--- config.mk ---
export PLATFORM = sky130hd
export DESIGN_NAME = regfile_write_arbiter
export DESIGN_NICKNAME = d
export VERILOG_FILES = /design/src/rtl/regfile_write_arbiter.sv
export SDC_FILE = /design/constraint.sdc
export NUM_CORES = 1
export LEC_CHECK = 0
export CORE_ASPECT_RATIO = 0.8
export CORE_UTILIZATION = 37
export DETAILED_ROUTE_END_ITERATION = 7
export HOLD_SLACK_MARGIN = 0.02
export PLACE_DENSITY = 0.77
export SYNTH_ARGS = -nofsm -noshare
export SYNTH_HDL_FRONTEND = slang
export SYNTH_SLANG_ARGS = --single-unit
export TNS_END_PERCENT = 1
--- constraint.sdc ---
create_clock -name clk -period 1.7 [get_ports clk]
set_input_delay 0.17 -clock clk [delete_from_list [all_inputs] [get_ports clk]]
set_output_delay 0.17 -clock clk [all_outputs]
set_load 0.005 [all_outputs]
--- src/rtl/regfile_write_arbiter.sv ---
// regfile_write_arbiter: round-robin share of the register-file write port plus a zeroing clear sequencer
module regfile_write_arbiter #(
    parameter int ADDR_W           = 5,
    parameter int DATA_W           = 32,
    parameter int NUM_REGS         = 32,
    parameter bit ZERO_REG_PROTECT = 1'b1
) (
    input  logic              clk,
    input  logic              reset,
    input  logic              req0_valid,
    input  logic [ADDR_W-1:0] req0_addr,
    input  logic [DATA_W-1:0] req0_data,
    output logic              req0_ready,
    input  logic              req1_valid,
    input  logic [ADDR_W-1:0] req1_addr,
    input  logic [DATA_W-1:0] req1_data,
    output logic              req1_ready,
    input  logic              clear_start,
    output logic              clear_busy,
    output logic              rf_reg_write,
    output logic [ADDR_W-1:0] rf_write_add,
    output logic [DATA_W-1:0] rf_write_data
);
    typedef enum logic {IDLE, CLEAR} state_t;
    localparam logic [ADDR_W:0] LAST = (ADDR_W+1)'(NUM_REGS - 1);
    state_t            state;
    logic [ADDR_W:0]   count;
    logic              last_grant;
    logic              open;
    logic              grant0;
    logic              grant1;
    logic              issue;
    logic [ADDR_W-1:0] grant_addr;
    logic [DATA_W-1:0] grant_data;
    always_comb begin
        open       = state == IDLE && !clear_start;
        grant0     = open && req0_valid && (!req1_valid || last_grant);
        grant1     = open && req1_valid && (!req0_valid || !last_grant);
        grant_addr = grant1 ? req1_addr : req0_addr;
        grant_data = grant1 ? req1_data : req0_data;
        issue      = (grant0 || grant1) && !(ZERO_REG_PROTECT && grant_addr == '0);
    end
    assign req0_ready = grant0;
    assign req1_ready = grant1;
    always_ff @(posedge clk or posedge reset) begin
        if (reset) begin
            state         <= IDLE;
            count         <= '0;
            last_grant    <= 1'b1;
            clear_busy    <= 1'b0;
            rf_reg_write  <= 1'b0;
            rf_write_add  <= '0;
            rf_write_data <= '0;
        end else if (state == CLEAR) begin
            rf_reg_write  <= 1'b1;
            rf_write_add  <= count[ADDR_W-1:0];
            rf_write_data <= '0;
            count         <= count + 1'b1;
            if (count == LAST) begin
                state      <= IDLE;
                clear_busy <= 1'b0;
            end
        end else begin
            rf_reg_write <= issue;
            if (issue) begin
                rf_write_add  <= grant_addr;
                rf_write_data <= grant_data;
            end
            if (grant0 || grant1)
                last_grant <= grant1;
            if (clear_start) begin
                state      <= CLEAR;
                count      <= '0;
                clear_busy <= 1'b1;
            end
        end
    end
endmodule

==> flow_summary.toml, run 1 <==
[synthesis]
ys_seq_area_share_pct = 47.7
yosysTopAreaCell = "dfrtp_1"
yosysWarnings = 0
synthAdderAreaFrac_pct = 0.507
netlist_area_um2 = 2470
synth_cell_types = 39
yosysTopAreaCellShare_pct = 46.7
syn_avg_cell_area_um2 = 9.17
yosys-top-cells-area = "dfrtp_1, nand2_1, a221o_1"
ys_ff_latch = 47
synth_top_family_by_area = "compound AO/OA/AOI/OAI gates"
muxShareOfSynthArea_pct = 0.457
synth_simple_gate_area_share_pct = 21.2
synth_compound_area_share_pct = 24.0
synthXorXnorAreaFrac_pct = 0.355
postSynthCellCount = 269
syn-num-nets = 349

[clock_network]
root_buffer = "clkbuf_8"
cts_setup_buffers = 0
path_clk_slew_ns = 0.09
clock_sinks = 47
numCtsBuffers = 5
htree_levels = 2
cts_tree = "yes"
clock_latency_ns = 0.30
cts_buffer_depth = 2

[place]
dpl_cell_area_um2 = 3920
dp_cells = 478
io_buffers = 119
gp_congestion = 0.779
dp_hpwl_mm = 5.70

[cells_and_area]
nNetsFinal = 483
stdcell_count = 487
area_growth_pct = 66.3
multiInputGateArea_um2 = 1220
postLayoutCellArea_um2 = 4100
final_common_cell = "clkdlybuf4s50_1"
drive_gt1_share_pct = 14.4
regArea_um2 = 1180
antenna_cells = 0
nFillCells = 559
layout_common_cells = "clkdlybuf4s50_1, nand2_1, dfrtp_1"

[sta]
worst_pin_slew_ns = 0.412
clock.fmax_mhz = 572
fin_tns_setup_ns = -0.640
setup_violations = 21
hold_viol = 0
rsz0062_at_grt = "true"
fin_worst_skew_ns = 0.00827
post-route-period-util_pct = 103
maxSlewHeadroom_pct = 72.5
period_needed_ns = 1.75
slew_violations = 0
setup_slack_ns = -0.0491

[die]
core_area_um2 = 6410
die_h_um = 75.0
die_x_um = 93.3
rows = 26
design.portCount = 120
start_util_pct = 38.5
dieArea_um2 = 7000

[drt]
ant_nets = 0
drt_wl_total_mm = 7.80
via_count = 2601
drtIter0Drc = 85
detail_route.vias_per_cell = 5.34
wire_per_inst_um = 16.0
drc_errors = 0
drt_first_pass_iters = 4

[worst_setup_path]
worstPathRequired_ns = 1.88
r2r-end = "rf_write_data[30]"
critical_path.endpoint = "rf_write_data[21]"
crit_path_start = "req1_addr[1]"
arrival_ns = 1.93
r2r_slack_ns = -0.02
start_kind = "input pin"
rr_worst_depth = 6
endpoint_kind = "flip-flop"
crit_path_max_fanout = 20
worstSetupPathType = "in2reg"
r2r_start = "last_grant"

[run]
cap_violations = 0

[global_routing]
antenna_found_initial = 0
grt_pass1_wl_mm = 12.0
grt_max_degree = 34
grt_pass1_vias = 2598
grt_remaining_overflow = 0
grt_use_total_pct = 22.4

[power]
power_density_nw_per_um2 = 782
leakagePower_uw = 0.00166
power_uw = 3200
vdd.ir_drop.worst_v = 0.000410

[run_status]
violations = "setup timing"
status = "complete, but fails checks"

[hold_path]
hold_class = "in2async"
critical path: stages:
cell and delay, ns:
clkdlybuf4s50_1 0.42, or4_4 0.55, nor2_4 0.19, nor2_2 0.09, buf_12 0.16, a221o_1 0.35
cell usage after synthesis, drive strengths merged:
library cell / instances
o211ai: 1
dfstp: 1
nand2: 55
a221o: 20
clkbuf: 5
nor2b: 1
o21ai: 5
a21boi: 1
ha: 1
or2: 2
or4: 2
buf: 17
a22o: 1
or3: 5
nor4b: 1
nand3: 22
a311oi: 12
a31oi: 1
o21a: 1
xnor2: 1
nand2b: 1
a21oi: 23
mux2: 1
a211oi: 1
dfrtp: 46
o31ai: 11
a21o: 1
nor3: 1
inv: 4
nor2: 24
nand4: 1
final cells by class:
| class | instances | share of cell area [%] |
|---|---|---|
| clock inverters | 1 | 0.732 |
| repair buffers | 147 | 36.0 |
| inverters | 4 | 0.366 |
| flip-flops and latches | 47 | 28.7 |
| multi-input cells | 198 | 29.9 |
| well taps | 84 | 2.56 |
| clock buffers | 6 | 1.77 |
layer usage:
layer	track usage (%)	vias to the layer above	share of wire, %
li1	-	1250	-
met1	27.7	1238	44
met2	38.9	106	47
met3	5.86	7	8.0
met4	7.18	0	0.95
met5	0	-	0
timing repair:
action | CTS | global route
pin swaps | 0 | 13
gates resized for setup | 8 | 13
hold buffers | 0 | 0
cloned | 0 | 2
endpoints found under the setup margin | 33 | 39
how the worst min path moves through the flow:
stage | from | end | slack (ns) | depth (start not counted)
2_1_floorplan | req0_valid | last_grant | 0.24 | 1
3_3_place_gp | count[5] | count[5] | 0.48 | 1
3_5_place_dp | count[5] | count[5] | 0.48 | 1
4_1_cts | reset | count[1] | 0.18 | 2
5_1_grt | reset | count[1] | 0.20 | 2
6_report | reset | count[1] | 0.17 | 2
power by group:
group          internal, µW  total (µW)  switching [µW]
logic                   549         953             404
registers              1300        1450             155
clock network           431         800             368
total                  2280        3200             927
cell families after synthesis:
| logic type | count (synthesis) |
|---|---|
| adder cells (fa/ha/maj) | 1 |
| multiplexers | 1 |
| XOR/XNOR | 1 |
| AND/OR/NAND/NOR | 115 |
| buffers and inverters | 26 |
| AO/OA/AOI/OAI | 78 |
| flip-flops | 47 |
flip-flops by register name, indices dropped and copies added (netlist names):
| name | count |
|---|---|
| clear_busy | 1 |
| count | 6 |
| rf_reg_write | 1 |
| state | 1 |
| rf_write_data | 32 |
| last_grant | 1 |
| rf_write_add | 5 |
through the flow:
step           utilization, %  hold slack [ns]  setup WS, ns
5_1_grt                  64.0            0.204        -0.101
3_3_place_gp             61.1            0.483        -0.390
4_1_cts                  63.1            0.176       -0.0792
6_report                 64.0            0.173       -0.0491
3_5_place_dp             61.1            0.484        -0.443
2_1_floorplan               -            0.240        0.0890
Note: power is estimated with default switching activity, not from simulation.
==> run 2: changes to the inputs <==
--- a/config.mk
+++ b/config.mk
@@ -5,6 +5,7 @@
 export SDC_FILE = /design/constraint.sdc
 export NUM_CORES = 1
 export LEC_CHECK = 0
+export ABC_CLOCK_PERIOD_IN_PS = 1700
 export CORE_ASPECT_RATIO = 0.8
 export CORE_UTILIZATION = 37
 export DETAILED_ROUTE_END_ITERATION = 7
@@ -13,4 +14,3 @@
 export SYNTH_ARGS = -nofsm -noshare
 export SYNTH_HDL_FRONTEND = slang
 export SYNTH_SLANG_ARGS = --single-unit
-export TNS_END_PERCENT = 1
==> run 2 against run 1 <==
Compared with the run above:
- the flow still finishes with violations (setup timing)
- critical path depth stayed put
- register-to-register slack better by 0.03 ns
- setup slack gained 0.034 ns
- sequential cell count is the same
- worst hold slack worse by 0.0037 ns
- wire length increased by 11%
- via count rose by 5.4%
- global-route usage grew 0.73 points
- clock skew up 0.0041 ns
- sequential share of layout area down 1.5 points
- utilization rose by 3.5 points
- critical endpoint is now rf_write_data[27]
- largest power group unchanged
==> flow_summary.toml, run 2 (synthesis results as in run 1) <==
[sta]
slew_violations = 0
clock.fmax_mhz = 583
setup_violations = 1
fin_worst_skew_ns = 0.0123
post-route-period-util_pct = 101
period_needed_ns = 1.71
maxSlewHeadroom_pct = 72.1
rsz0062_at_grt = "true"
worst_pin_slew_ns = 0.417
setup_slack_ns = -0.0148
hold_viol = 0

[global_routing]
grt_use_total_pct = 23.1
grt_remaining_overflow = 0
antenna_found_initial = 0
grt_pass1_vias = 2629
grt_pass1_wl_mm = 12.4
use_met1_pct = 29.1
grt_busiest_layer = "met2"
grtUsageMet3_pct = 5.76
grt_max_degree = 34
grtUsageMet2_pct = 40.0

[worst_setup_path]
worst-path-buf-inv = 1
arrival_ns = 1.89
r2r_start = "last_grant"
endpoint_kind = "flip-flop"
crit_path_max_fanout = 6
rr_worst_depth = 6
slowest_delay_ns = 0.59
r2r-end = "rf_write_data[27]"
cp_slowest_cell = "or4_4"
worstPathRequired_ns = 1.87
worstSetupPathType = "in2reg"
start_kind = "input pin"
crit_family = "simple AND/OR/NAND/NOR gates"
crit_path_start = "req0_addr[1]"
r2r_slack_ns = 0.01
worstPathCellList = "dlygate4sd2_1, or4_4, or2_2, nand3_1, a21oi_1, a221o_1"

[clock_network]
cts_tree = "yes"
path_clk_slew_ns = 0.09
cts_buffer_depth = 2
clock_sinks = 47
numCtsBuffers = 5
root_buffer = "clkbuf_8"
postCtsHoldBufs = 0
htree_levels = 2
clock_latency_ns = 0.31

[cells_and_area]
layout_common_cells = "clkdlybuf4s50_1, nand2_1, dfrtp_1"
nFillCells = 540
area_growth_pct = 75.3
multiInputGateArea_um2 = 1270
regArea_um2 = 1180
nNetsFinal = 494
reg_top3 = "rf_write_data (32), count (6), rf_write_add (5)"
final_common_cell = "clkdlybuf4s50_1"
largest_reg_flops = 32
antenna_cells = 0
regMostFlops = "rf_write_data"
drive_gt1_share_pct = 17.9

[power]
vdd.ir_drop.worst_v = 0.000433
power_density_nw_per_um2 = 766
power_uw = 3310
leakagePower_uw = 0.00176

[run_status]
violations = "setup timing"
status = "complete, but fails checks"

[drt]
drt_wl_total_mm = 8.69
drc_errors = 0
wire_per_inst_um = 17.4
detail_route.vias_per_cell = 5.50
ant_nets = 0
via_count = 2741
drtIter0Drc = 98
drt_first_pass_iters = 4

[place]
dp_hpwl_mm = 5.70
gp_congestion = 0.779
io_buffers = 119
place_ws_ns = -0.443

[die]
rows = 26
dieArea_um2 = 7000
die_h_um = 75.0
start_util_pct = 38.5
design.portCount = 120
core_area_um2 = 6410
die_x_um = 93.3

[hold_path]
hold_class = "in2async"

[run]
cap_violations = 0
[run 2: metrics by stage]
step,utilization (%),hold WS (ns),cells,TNS [ns],instance area (µm²)
after detailed placement,61.1,0.484,478,-14.21,3920
after global routing,67.5,0.205,498,-0.528,4320
final,67.5,0.170,498,-0.0148,4320
after global placement,61.1,0.483,478,-13.31,3920
after floorplan,-,0.240,269,0,2470
after CTS,63.9,0.176,489,-0.491,4090
[run 2: how the worst max path moves through the flow]
stage | to | cells past startpoint | slack, ns
after global routing | rf_write_data[29] | 6 | -0.05
final | rf_write_data[27] | 6 | -0.01
after global placement | rf_write_data[18] | 6 | -0.39
after detailed placement | rf_write_add[4] | 6 | -0.44
after CTS | rf_write_data[21] | 6 | -0.04
after floorplan | rf_write_data[8] | 7 | 0.09
[run 2: final cells by class]
cell class                 instances  share of cell area [%]
multi-input combinational        199                    29.3
tap                               84                    2.43
clock inverter                     1                   0.695
clock buffer                       6                    1.68
inverter                           4                   0.347
sequential                        47                    27.2
timing repair buffer             157                    38.3
[run 2: metal layers]
metal | up-vias | share of wire, %
met5 | - | 0
met4 | 0 | 1.4
met3 | 14 | 8.5
met2 | 143 | 46
met1 | 1304 | 44
li1 | 1280 | -
[run 2: worst register-to-register path, stage by stage (launching register included)]
cell and delay (ns):
dfstp_2 0.57, a21boi_4 0.07, buf_4 0.16, a21oi_4 0.17, nor2_4 0.09, clkbuf_16 0.18
a221o_1 0.31
[run 2: where the power goes]
part           internal [µW]  switching, µW
Combinational            608            443
Sequential              1300            159
Clock                    432            372
Total                   2340            974
[run 2: timing repair]
action / in CTS / in global routing
gates cloned: 2 / 8
setup buffers: 2 / 2
resized for setup: 18 / 22
pin swaps: 8 / 25
setup endpoints to repair: 33 / 38
==> run 3: changes to the inputs <==
--- a/config.mk
+++ b/config.mk
@@ -11,6 +11,7 @@
 export DETAILED_ROUTE_END_ITERATION = 7
 export HOLD_SLACK_MARGIN = 0.02
 export PLACE_DENSITY = 0.77
+export SLEW_MARGIN = 0
 export SYNTH_ARGS = -nofsm -noshare
 export SYNTH_HDL_FRONTEND = slang
 export SYNTH_SLANG_ARGS = --single-unit
==> constraint.sdc (replaced) <==
create_clock -name clk -period 1.7 [get_ports clk]
set_input_delay 0.255 -clock clk [delete_from_list [all_inputs] [get_ports clk]]
set_output_delay 0.255 -clock clk [all_outputs]
set_load 0.005 [all_outputs]
==> run 3 against run 2 <==
Compared with the run above:
- the run still ends with setup timing left
- via count up 0.58%
- clock power about the same
- utilization up 0.41 points
- combinational power about the same
- cell count up 1.2%
- cell area up 0.61%
- critical path type is now reg2reg
==> flow_summary.toml, run 3 (synthesis results as in run 1) <==
[worst_setup_path]
worstSetupPathType = "reg2reg"
crit_top_cell = "buf_6"
crit_path_max_fanout = 8
r2r_slack_ns = -0.10
r2r_start = "last_grant"
worstPathRequired_ns = 1.90
arrival_ns = 2.00
worst-path-buf-inv = 3
r2r-end = "rf_write_data[8]"
slowest_delay_ns = 0.57
cp_slowest_cell = "dfstp_2"
start_kind = "flip-flop"
crit_family = "compound AO/OA/AOI/OAI gates"
endpoint_kind = "flip-flop"
rr_worst_depth = 7
worstPathCellList = "a21boi_4, buf_6, buf_6, a211oi_4, buf_6, nor2_1, a311oi_1"

[clock_network]
path_clk_slew_ns = 0.09
cts_buffer_depth = 2
clock_latency_ns = 0.30
cts_tree = "yes"
htree_levels = 2
root_buffer = "clkbuf_8"
postCtsHoldBufs = 0
clock_sinks = 47
numCtsBuffers = 5

[drt]
drtIter0Drc = 150
drc_errors = 0
drt_wl_total_mm = 8.66
drt_first_pass_iters = 4
wire_per_inst_um = 17.2
ant_nets = 0
detail_route.vias_per_cell = 5.47
via_count = 2757

[cells_and_area]
nNetsFinal = 499
nFillCells = 520
multiInputGateArea_um2 = 1310
final_common_cell = "clkdlybuf4s50_1"
layout_common_cells = "clkdlybuf4s50_1, nand2_1, dfrtp_1"
postLayoutCellArea_um2 = 4350
regArea_um2 = 1180
largest_reg_flops = 32
drive_gt1_share_pct = 20.2
area_growth_pct = 76.4
regMostFlops = "rf_write_data"
antenna_cells = 0
reg_top3 = "rf_write_data (32), count (6), rf_write_add (5)"

[sta]
setup_violations = 27
setup_slack_ns = -0.105
period_needed_ns = 1.80
holdWs_ns = 0.274
maxSlewHeadroom_pct = 74.0
rsz0062_at_grt = "true"
worst_pin_slew_ns = 0.385
clock.fmax_mhz = 554
fin_worst_skew_ns = 0.00774
slew_violations = 0
post-route-period-util_pct = 106
hold_viol = 0
fin_tns_setup_ns = -1.93

[power]
vdd.ir_drop.worst_v = 0.000353
power_density_nw_per_um2 = 766
leakagePower_uw = 0.00175

[run]
cap_violations = 0

[global_routing]
grt_pass1_wl_mm = 13.0
grt_use_total_pct = 24.7
grt_remaining_overflow = 0
grt_max_degree = 34
grt_pass1_vias = 2707
antenna_found_initial = 0

[run_status]
status = "complete, but fails checks"
violations = "setup timing"

[die]
die_x_um = 93.3
core_area_um2 = 6410
rows = 26
start_util_pct = 38.5
die_h_um = 75.0
dieArea_um2 = 7000
design.portCount = 120

[place]
dpl_cell_area_um2 = 3900
dp_hpwl_mm = 5.46
gp_congestion = 0.778
io_buffers = 119

[hold_path]
hold_class = "in2async"
==> run 3: cell type report <==
| type | instances | area share (%) |
|---|---|---|
| Sequential cell | 47 | 27.1 |
| Timing Repair Buffer | 160 | 37.6 |
| Inverter | 4 | 0.345 |
| Tap cell | 84 | 2.42 |
| Multi-Input combinational cell | 201 | 30.1 |
| Clock inverter | 1 | 0.690 |
| Clock buffer | 7 | 1.75 |
==> run 3: stage by stage <==
stage / setup WS, ns / std cells / util [%] / power [µW]
after floorplan: 0.0401 / 269 / - / 1860
after global placement: -0.472 / 476 / 60.9 / 2370
after detailed placement: -0.521 / 476 / 60.9 / 2400
after CTS: -0.108 / 500 / 66.1 / 3310
after global routing: -0.149 / 504 / 67.9 / 3520
final: -0.105 / 504 / 67.9 / 3330
==> run 3: per-layer routing <==
layer | global-route usage [%] | vias up | part of all wire [%]
met4 | 6.32 | 0 | 0.40
li1 | - | 1287 | -
met2 | 42.0 | 127 | 49
met5 | 0 | - | 0
met3 | 6.46 | 4 | 9.0
met1 | 31.8 | 1339 | 42
==> run 3: worst reg2reg max path: stages, from the launching register on <==
cell      delay, ns
dfstp_2        0.57
a21boi_4       0.07
buf_6          0.13
buf_6          0.12
a211oi_4       0.36
buf_6          0.19
nor2_1         0.05
a311oi_1       0.22
==> run 3: timing repair <==
action                                  in CTS  in global routing
gates cloned                                 5                  3
endpoints found under the setup margin      40                 40
setup buffers                               12                  3
pin swaps                                   19                 19
gates resized for setup                     37                 26
==> run 3: worst max-delay path by stage <==
stage,from,end,slack (ns),cells after the start
after floorplan,req0_addr[1],rf_write_data[10],0.04,6
after global placement,req0_addr[1],rf_write_add[4],-0.47,6
after detailed placement,req0_addr[1],rf_write_data[4],-0.52,6
after CTS,last_grant,rf_write_data[1],-0.11,7
after global routing,last_grant,rf_write_add[0],-0.15,7
final,last_grant,rf_write_data[8],-0.10,7
==> run 3: report_power, final <==
| part | switching (µW) | internal, µW | total, µW |
|---|---|---|---|
| clock | 361 | 440 | 801 |
| sequential | 154 | 1300 | 1450 |
| combinational | 453 | 626 | 1080 |
| total | 969 | 2360 | 3330 |
